--- src/rtl/hazard_ctrl_if.sv ---
// Pipeline-side bundle for the hazard controller: hazard inputs from ID/EX/MEM/WB
// and the register enable/flush/forwarding controls and counters going back.
interface hazard_ctrl_if #(
    parameter int REGISTER_ADDR_WIDTH = 5,
    parameter int CNT_WIDTH           = 32
);
    logic [REGISTER_ADDR_WIDTH-1:0] rs1_ID, rs2_ID, rs1_EX, rs2_EX, rd_EX, rd_MEM, rd_WB;
    logic                           mem_read_EX, branch_taken_EX;
    logic                           reg_write_MEM, reg_write_WB;
    logic                           mem_op_MEM, dmem_ready;

    logic                           dmem_req;
    logic                           pc_en, if_id_en, id_ex_en, ex_mem_en;
    logic                           if_id_flush, id_ex_flush, mem_wb_bubble;
    logic [1:0]                     fwd_a_EX, fwd_b_EX;
    logic [CNT_WIDTH-1:0]           stall_cycles, flush_count;
    logic                           mem_timeout;
    logic                           mem_wait_state;

    modport master (
        output rs1_ID, rs2_ID, rs1_EX, rs2_EX, rd_EX, rd_MEM, rd_WB,
               mem_read_EX, branch_taken_EX, reg_write_MEM, reg_write_WB,
               mem_op_MEM, dmem_ready,
        input  dmem_req, pc_en, if_id_en, id_ex_en, ex_mem_en,
               if_id_flush, id_ex_flush, mem_wb_bubble, fwd_a_EX, fwd_b_EX,
               stall_cycles, flush_count, mem_timeout, mem_wait_state
    );

    modport slave (
        input  rs1_ID, rs2_ID, rs1_EX, rs2_EX, rd_EX, rd_MEM, rd_WB,
               mem_read_EX, branch_taken_EX, reg_write_MEM, reg_write_WB,
               mem_op_MEM, dmem_ready,
        output dmem_req, pc_en, if_id_en, id_ex_en, ex_mem_en,
               if_id_flush, id_ex_flush, mem_wb_bubble, fwd_a_EX, fwd_b_EX,
               stall_cycles, flush_count, mem_timeout, mem_wait_state
    );
endinterface

--- src/rtl/hazard_ctrl.sv ---
// Pipeline sequencing for the 5-stage core: freeze/redirect/load-use decode,
// EX forwarding selects, memory-wait FSM, saturating perf counters and timeout flag.
module hazard_ctrl #(
    parameter int REGISTER_ADDR_WIDTH = 5,
    parameter int CNT_WIDTH           = 32,
    parameter int MAX_WAIT            = 16
) (
    input  logic         cpu_clk,
    input  logic         cpu_rst_n,
    hazard_ctrl_if.slave bus
);
    localparam int WAIT_W = $clog2(MAX_WAIT) + 1;

    typedef enum logic {RUN = 1'b0, MEM_WAIT = 1'b1} state_t;

    state_t               state;
    logic [WAIT_W-1:0]    wait_cnt;
    logic [CNT_WIDTH-1:0] stall_cnt, flush_cnt;
    logic                 timeout_q;
    logic                 mem_busy, load_use;

    assign mem_busy = bus.mem_op_MEM & ~bus.dmem_ready;
    assign load_use = bus.mem_read_EX & (bus.rd_EX != '0) &
                      ((bus.rd_EX == bus.rs1_ID) | (bus.rd_EX == bus.rs2_ID));

    assign bus.dmem_req       = bus.mem_op_MEM;
    assign bus.mem_wait_state = (state == MEM_WAIT);
    assign bus.stall_cycles   = stall_cnt;
    assign bus.flush_count    = flush_cnt;
    assign bus.mem_timeout    = timeout_q;

    // Freeze outranks everything: EX/ID contents are held, so a pending
    // redirect or load-use stall simply re-decodes once memory releases.
    always_comb begin
        bus.pc_en         = 1'b1;
        bus.if_id_en      = 1'b1;
        bus.id_ex_en      = 1'b1;
        bus.ex_mem_en     = 1'b1;
        bus.if_id_flush   = 1'b0;
        bus.id_ex_flush   = 1'b0;
        bus.mem_wb_bubble = 1'b0;
        if (mem_busy) begin
            bus.pc_en         = 1'b0;
            bus.if_id_en      = 1'b0;
            bus.id_ex_en      = 1'b0;
            bus.ex_mem_en     = 1'b0;
            bus.mem_wb_bubble = 1'b1;
        end else if (bus.branch_taken_EX) begin
            bus.if_id_flush = 1'b1;
            bus.id_ex_flush = 1'b1;
        end else if (load_use) begin
            bus.pc_en       = 1'b0;
            bus.if_id_en    = 1'b0;
            bus.id_ex_flush = 1'b1;
        end
    end

    function automatic logic [1:0] fwd_sel(
        input logic [REGISTER_ADDR_WIDTH-1:0] rs,
        input logic [REGISTER_ADDR_WIDTH-1:0] rd_mem,
        input logic                           wr_mem,
        input logic [REGISTER_ADDR_WIDTH-1:0] rd_wb,
        input logic                           wr_wb
    );
        if (wr_mem && rd_mem != '0 && rd_mem == rs)
            return 2'b10;
        else if (wr_wb && rd_wb != '0 && rd_wb == rs)
            return 2'b01;
        else
            return 2'b00;
    endfunction

    assign bus.fwd_a_EX = fwd_sel(bus.rs1_EX, bus.rd_MEM, bus.reg_write_MEM, bus.rd_WB, bus.reg_write_WB);
    assign bus.fwd_b_EX = fwd_sel(bus.rs2_EX, bus.rd_MEM, bus.reg_write_MEM, bus.rd_WB, bus.reg_write_WB);

    always_ff @(posedge cpu_clk or negedge cpu_rst_n) begin
        if (!cpu_rst_n) begin
            state     <= RUN;
            wait_cnt  <= '0;
            stall_cnt <= '0;
            flush_cnt <= '0;
            timeout_q <= 1'b0;
        end else begin
            case (state)
                RUN:      if (mem_busy) state <= MEM_WAIT;
                MEM_WAIT: if (bus.dmem_ready) state <= RUN;
                default:  state <= RUN;
            endcase

            // In RUN the run length is always zero, so the first busy edge seeds 1.
            if (!mem_busy)
                wait_cnt <= '0;
            else if (state == RUN)
                wait_cnt <= WAIT_W'(1);
            else if (wait_cnt != '1)
                wait_cnt <= wait_cnt + WAIT_W'(1);

            if (mem_busy && wait_cnt == WAIT_W'(MAX_WAIT - 1))
                timeout_q <= 1'b1;

            if (!bus.pc_en && stall_cnt != '1)
                stall_cnt <= stall_cnt + CNT_WIDTH'(1);
            if (bus.if_id_flush && flush_cnt != '1)
                flush_cnt <= flush_cnt + CNT_WIDTH'(1);
        end
    end
endmodule

--- src/flat_wrapper.sv ---
// flat-port wrapper written by rule: the top's interface ports become plain ports
module hazard_ctrl_flat 
#(
    parameter int REGISTER_ADDR_WIDTH = 5,
    parameter int CNT_WIDTH           = 32,
    parameter int MAX_WAIT            = 16
)
  (cpu_clk, cpu_rst_n, bus_rs1_ID, bus_rs2_ID, bus_rs1_EX, bus_rs2_EX, bus_rd_EX, bus_rd_MEM, bus_rd_WB, bus_mem_read_EX, bus_branch_taken_EX, bus_reg_write_MEM, bus_reg_write_WB, bus_mem_op_MEM, bus_dmem_ready, bus_dmem_req, bus_pc_en, bus_if_id_en, bus_id_ex_en, bus_ex_mem_en, bus_if_id_flush, bus_id_ex_flush, bus_mem_wb_bubble, bus_fwd_a_EX, bus_fwd_b_EX, bus_stall_cycles, bus_flush_count, bus_mem_timeout, bus_mem_wait_state);
  hazard_ctrl_if #(.REGISTER_ADDR_WIDTH(REGISTER_ADDR_WIDTH), .CNT_WIDTH(CNT_WIDTH)) bus_i ();
  input  logic cpu_clk;
  input  logic cpu_rst_n;
  input wire logic [$bits(bus_i.rs1_ID)-1:0] bus_rs1_ID;
  input wire logic [$bits(bus_i.rs2_ID)-1:0] bus_rs2_ID;
  input wire logic [$bits(bus_i.rs1_EX)-1:0] bus_rs1_EX;
  input wire logic [$bits(bus_i.rs2_EX)-1:0] bus_rs2_EX;
  input wire logic [$bits(bus_i.rd_EX)-1:0] bus_rd_EX;
  input wire logic [$bits(bus_i.rd_MEM)-1:0] bus_rd_MEM;
  input wire logic [$bits(bus_i.rd_WB)-1:0] bus_rd_WB;
  input wire logic [$bits(bus_i.mem_read_EX)-1:0] bus_mem_read_EX;
  input wire logic [$bits(bus_i.branch_taken_EX)-1:0] bus_branch_taken_EX;
  input wire logic [$bits(bus_i.reg_write_MEM)-1:0] bus_reg_write_MEM;
  input wire logic [$bits(bus_i.reg_write_WB)-1:0] bus_reg_write_WB;
  input wire logic [$bits(bus_i.mem_op_MEM)-1:0] bus_mem_op_MEM;
  input wire logic [$bits(bus_i.dmem_ready)-1:0] bus_dmem_ready;
  output wire logic [$bits(bus_i.dmem_req)-1:0] bus_dmem_req;
  output wire logic [$bits(bus_i.pc_en)-1:0] bus_pc_en;
  output wire logic [$bits(bus_i.if_id_en)-1:0] bus_if_id_en;
  output wire logic [$bits(bus_i.id_ex_en)-1:0] bus_id_ex_en;
  output wire logic [$bits(bus_i.ex_mem_en)-1:0] bus_ex_mem_en;
  output wire logic [$bits(bus_i.if_id_flush)-1:0] bus_if_id_flush;
  output wire logic [$bits(bus_i.id_ex_flush)-1:0] bus_id_ex_flush;
  output wire logic [$bits(bus_i.mem_wb_bubble)-1:0] bus_mem_wb_bubble;
  output wire logic [$bits(bus_i.fwd_a_EX)-1:0] bus_fwd_a_EX;
  output wire logic [$bits(bus_i.fwd_b_EX)-1:0] bus_fwd_b_EX;
  output wire logic [$bits(bus_i.stall_cycles)-1:0] bus_stall_cycles;
  output wire logic [$bits(bus_i.flush_count)-1:0] bus_flush_count;
  output wire logic [$bits(bus_i.mem_timeout)-1:0] bus_mem_timeout;
  output wire logic [$bits(bus_i.mem_wait_state)-1:0] bus_mem_wait_state;
  assign bus_i.rs1_ID = bus_rs1_ID;
  assign bus_i.rs2_ID = bus_rs2_ID;
  assign bus_i.rs1_EX = bus_rs1_EX;
  assign bus_i.rs2_EX = bus_rs2_EX;
  assign bus_i.rd_EX = bus_rd_EX;
  assign bus_i.rd_MEM = bus_rd_MEM;
  assign bus_i.rd_WB = bus_rd_WB;
  assign bus_i.mem_read_EX = bus_mem_read_EX;
  assign bus_i.branch_taken_EX = bus_branch_taken_EX;
  assign bus_i.reg_write_MEM = bus_reg_write_MEM;
  assign bus_i.reg_write_WB = bus_reg_write_WB;
  assign bus_i.mem_op_MEM = bus_mem_op_MEM;
  assign bus_i.dmem_ready = bus_dmem_ready;
  assign bus_dmem_req = bus_i.dmem_req;
  assign bus_pc_en = bus_i.pc_en;
  assign bus_if_id_en = bus_i.if_id_en;
  assign bus_id_ex_en = bus_i.id_ex_en;
  assign bus_ex_mem_en = bus_i.ex_mem_en;
  assign bus_if_id_flush = bus_i.if_id_flush;
  assign bus_id_ex_flush = bus_i.id_ex_flush;
  assign bus_mem_wb_bubble = bus_i.mem_wb_bubble;
  assign bus_fwd_a_EX = bus_i.fwd_a_EX;
  assign bus_fwd_b_EX = bus_i.fwd_b_EX;
  assign bus_stall_cycles = bus_i.stall_cycles;
  assign bus_flush_count = bus_i.flush_count;
  assign bus_mem_timeout = bus_i.mem_timeout;
  assign bus_mem_wait_state = bus_i.mem_wait_state;
  hazard_ctrl #(.REGISTER_ADDR_WIDTH(REGISTER_ADDR_WIDTH), .CNT_WIDTH(CNT_WIDTH), .MAX_WAIT(MAX_WAIT)) u_core (.cpu_clk(cpu_clk), .cpu_rst_n(cpu_rst_n), .bus(bus_i));
endmodule
--- config.mk ---
export PLATFORM = sky130hd
export DESIGN_NAME = hazard_ctrl_flat
export DESIGN_NICKNAME = d
export VERILOG_FILES = /design/src/rtl/hazard_ctrl_if.sv /design/src/rtl/hazard_ctrl.sv /design/src/flat_wrapper.sv
export SDC_FILE = /design/constraint.sdc
export NUM_CORES = 1
export LEC_CHECK = 0
export CAP_MARGIN = 25
export CORE_MARGIN = 2
export CORE_UTILIZATION = 40
export CTS_CLUSTER_SIZE = 8
export DETAILED_ROUTE_END_ITERATION = 12
export PLACE_DENSITY = 0.73
export SETUP_SLACK_MARGIN = 0.1
export SLEW_MARGIN = 15
export SYNTH_ARGS = -nofsm -noshare
export SYNTH_HDL_FRONTEND = slang
export SYNTH_SLANG_ARGS = --single-unit
--- constraint.sdc ---
create_clock -name cpu_clk -period 6.52 [get_ports cpu_clk]
set_clock_uncertainty 0.2 [all_clocks]
set_input_delay 1.956 -clock cpu_clk [delete_from_list [all_inputs] [get_ports cpu_clk]]
set_output_delay 1.956 -clock cpu_clk [all_outputs]
set_load 0.01 [all_outputs]
==> results.txt, run 1 <==
Status -> complete, no violations
Crit end category -> output pin
Synth Area in Adders -> 1.66%
Filler cells -> 810
CTS H-tree depth -> 3
Reg area -> 1780 µm²
Post-synth EDFFs -> 0
Rows -> 35
GRT met1 Usage -> 25.3%
Core area -> 9200 µm²
Met2 Resource Use GR -> 28.9%
Root Buffer -> clkbuf_8
Worst-path clk slew -> 0.07 ns
Tot GR Track Use -> 18.3%
Combinational family with the most area after synthesis -> simple AND/OR/NAND/NOR gates
Worst R2R End -> u_core.bus.stall_cycles[1]
Main synth FF type -> dfrtp_1
Top cell type's share of synthesized area -> 47.1%
GR peak layer -> met2
Crit Path Max Fanout -> 5
DRC violations left -> 0
Post-synth ARST share -> 100%
I/O Buffers -> 120
Multi-input logic area -> 1900 µm²
Placed cells -> 582
Setup TNS -> 0 ns
Xor/xnor share of the synthesized area -> 22.1%
Die height -> 101 µm
Avg Vias per Cell -> 5.19
Initial Utilization -> 41.0%
Post-layout power -> 0.00106 W
Relative slew slack -> 40.0%
Leading area contributor after synthesis -> dfrtp_1
Slew Limit Fails -> 0
CTS Buf Count -> 9
Area grow syn2layout -> 38.3%
Largest vdd supply drop -> 174 µV
Final Hold Viols -> 0
Cts hold-fix bufs -> 0
Layout cells sized above 1 -> 6.78%
CTS Buffer Depth -> 2
PwrDens -> 203 nW/µm²
Worst-Skew Late Latency -> 0.33 ns
Largest cells by area after synthesis -> dfrtp_1, xnor2_1, xor2_1
Mean Syn Cell Area -> 10.6 µm²
Pin count of the biggest net entering global routing -> 72
CP Launch Point -> bus_rd_EX[3]
Yosys warns -> 0
Complex-gate fraction of the synthesized area -> 2.95%
First-pass GRT wire length -> 14,800 µm
Setup Crit Path Kind -> primary input to output pin
Worst Hold Path Cells -> 1
Cell leakage power -> 2.15 nW
Worst hold path class -> register to register
# diodes -> 0
Total Die Area -> 10,200 µm²
Syn Nets -> 405
FF-to-FF setup slack -> 4.04 ns
Synth cell types -> 43
RSZ-0062 raised after global routing -> yes
Vias in the first global route -> 2,991
Req. time, crit path -> 4.36 ns
#FFs+latches synth -> 71
Critical path startpoint category -> primary input
Reg-to-Reg Start -> u_core.bus.stall_cycles[5]
Via count -> 3,106
Final setup fails -> 0
Period utilisation layout -> 97.1%
WL/cell -> 15.3 µm
Nets -> 530
Syn Inst Count -> 357
R2r worst-path depth -> 5
Critical path endpoint -> bus_if_id_en
I/O pins -> 121
Clock tree from TritonCTS -> yes
DIE WIDTH -> 101 µm
Total wire length -> 9130 µm
Fmax -> 0.158 GHz
Global-route track usage on met3 -> 4.79%
Routability cong. -> 0.798
Synthesized cell area -> 3770 µm²
Detailed Route Iter0 Violations -> 103
Seq/Total Area, Yosys -> 47.1%
HPWL after DPL -> 6990 µm
Overflow after GRT -> 0
Synth Area in Simple Gates -> 22.7%
Worst-Margin Slew -> 0.900 ns
Critical Path AT -> 4.18 ns
Clock sinks -> 71
Post-Layout Cell Count -> 598
DRT Pass-1 Iters -> 5
Mux cell area share after synthesis -> 0.863%
Final antenna-violating net count -> 0
Final min period -> 6.33 ns
MaxCap Viol Count -> 0
Initial antenna violation count -> 0
-- final cells by class --
type	instances	share of cell area [%]
Timing Repair Buffer	122	23.2
Clock buffer	10	2.45
Inverter	6	0.432
Multi-Input combinational cell	272	36.4
Tap cell	111	2.66
Clock inverter	6	0.720
Sequential cell	71	34.1
-- routing by layer --
metal,vias up,wire length [µm]
met1,1532,4190
met5,-,0
met3,4,405
met4,0,63
met2,74,4470
li1,1496,-
-- critical path: stages --
cell	delay [ns]
clkdlybuf4s50_1	0.48
or4_1	0.59
o21a_1	0.23
o21a_1	0.20
nand2_1	0.16
clkdlybuf4s50_1	0.57
-- sequential cells by signal, summed over array words and instances (netlist names) --
signal and flops:
u_core.bus.mem_timeout 1, u_core.bus.mem_wait_state 1, u_core.wait_cnt 5, u_core.bus.flush_count 32, u_core.bus.stall_cycles 32
-- worst min-delay path by stage --
stage | start | end
4_1_cts | u_core.bus.mem_timeout | u_core.bus.mem_timeout
3_3_place_gp | u_core.bus.mem_timeout | u_core.bus.mem_timeout
5_1_grt | u_core.bus.mem_timeout | u_core.bus.mem_timeout
3_5_place_dp | u_core.bus.mem_timeout | u_core.bus.mem_timeout
2_1_floorplan | u_core.bus.mem_timeout | u_core.bus.mem_timeout
6_report | u_core.bus.mem_timeout | u_core.bus.mem_timeout
-- timing repair --
| item | CTS | global route |
|---|---|---|
| buffers inserted | 0 | 0 |
| hold endpoints to repair | 0 | 0 |
| gates resized for setup | 0 | 2 |
| endpoints found under the setup margin | 0 | 2 |
-- stage by stage --
step | utilization (%) | instance area [µm²] | setup WS (ns) | hold WS (ns)
after global placement | 54.8 | 5040 | 0.235 | 0.239
after CTS | 56.6 | 5210 | 0.115 | 0.265
final | 56.7 | 5210 | 0.188 | 0.261
after global routing | 56.7 | 5210 | 0.0588 | 0.274
after floorplan | - | 3770 | 1.11 | 0.293
after detailed placement | 54.8 | 5040 | 0.115 | 0.249
-- power by group --
| group | leakage, nW | internal, W | total, W | switching, W |
|---|---|---|---|---|
| Clock | 0.0781 | 0.000136 | 0.000303 | 0.000167 |
| Combinational | 1.12 | 0.000135 | 0.000230 | 0.0000943 |
| Sequential | 0.956 | 0.000477 | 0.000525 | 0.0000481 |
| Total | 2.15 | 0.000748 | 0.00106 | 0.000309 |
-- kinds of logic (layout without fill, tap and decap cells) --
group	after synthesis	in the layout
and+or+nand+nor	153	153
AOI/OAI and AO/OA	16	16
DFF	71	71
buffers and inverters	14	144
xor gates and xnor gates	95	95
muxes	3	3
adders and majority gates	5	5
-- Yosys cell counts (2+ instances only) --
master    instances
dfrtp_1          71
xnor2_1          60
xor2_1           35
nand2_1          26
nor2_1           26
nand3_1          25
nand4_1          22
and3_1           11
nor4_1            7
inv_1             6
nand3_2           6
or4_1             6
ha_1              5
a21oi_1           4
and4_1            4
nor3_1            4
and2_1            3
and3_2            3
buf_4             3
mux2_2            2
nand4b_1          2
nor3b_1           2
o211ai_1          2
o21a_1            2
o21ai_0           2
-- cells in the final DEF (no fill, tap or decap), drive strengths merged, types with 2 or more instances in the layout --
cell type,n
ha,5
nand2b,2
nand4b,2
clkinvlp,3
xnor2,60
nor2,26
xor2,35
nor4,7
o21ai,2
inv,6
o211ai,2
clkinv,3
nand2,26
nor3,4
clkbuf,10
or4,6
and4,5
dfrtp,71
and2,3
nor3b,2
clkdlybuf4s50,119
and3,14
nand4,22
o21a,2
nand3,31
buf,3
mux2,2
a21oi,4
No activity file was read; power rests on OpenSTA's default activity.
==> run 2, diff against run 1 <==
--- a/config.mk
+++ b/config.mk
@@ -8,6 +8,7 @@
 export CAP_MARGIN = 25
 export CORE_MARGIN = 2
 export CORE_UTILIZATION = 40
+export CTS_CLUSTER_DIAMETER = 30
 export CTS_CLUSTER_SIZE = 8
 export DETAILED_ROUTE_END_ITERATION = 12
 export PLACE_DENSITY = 0.73
==> results of run 2 <==
Same layout as run 1: the final DEF is identical, and so are final timing and power.
==> run 3, diff against run 2 <==
--- a/config.mk
+++ b/config.mk
@@ -9,7 +9,6 @@
 export CORE_MARGIN = 2
 export CORE_UTILIZATION = 40
 export CTS_CLUSTER_DIAMETER = 30
-export CTS_CLUSTER_SIZE = 8
 export DETAILED_ROUTE_END_ITERATION = 12
 export PLACE_DENSITY = 0.73
 export SETUP_SLACK_MARGIN = 0.1
==> results of run 3 <==
Same layout as run 1: the final DEF is identical, and so are final timing and power.
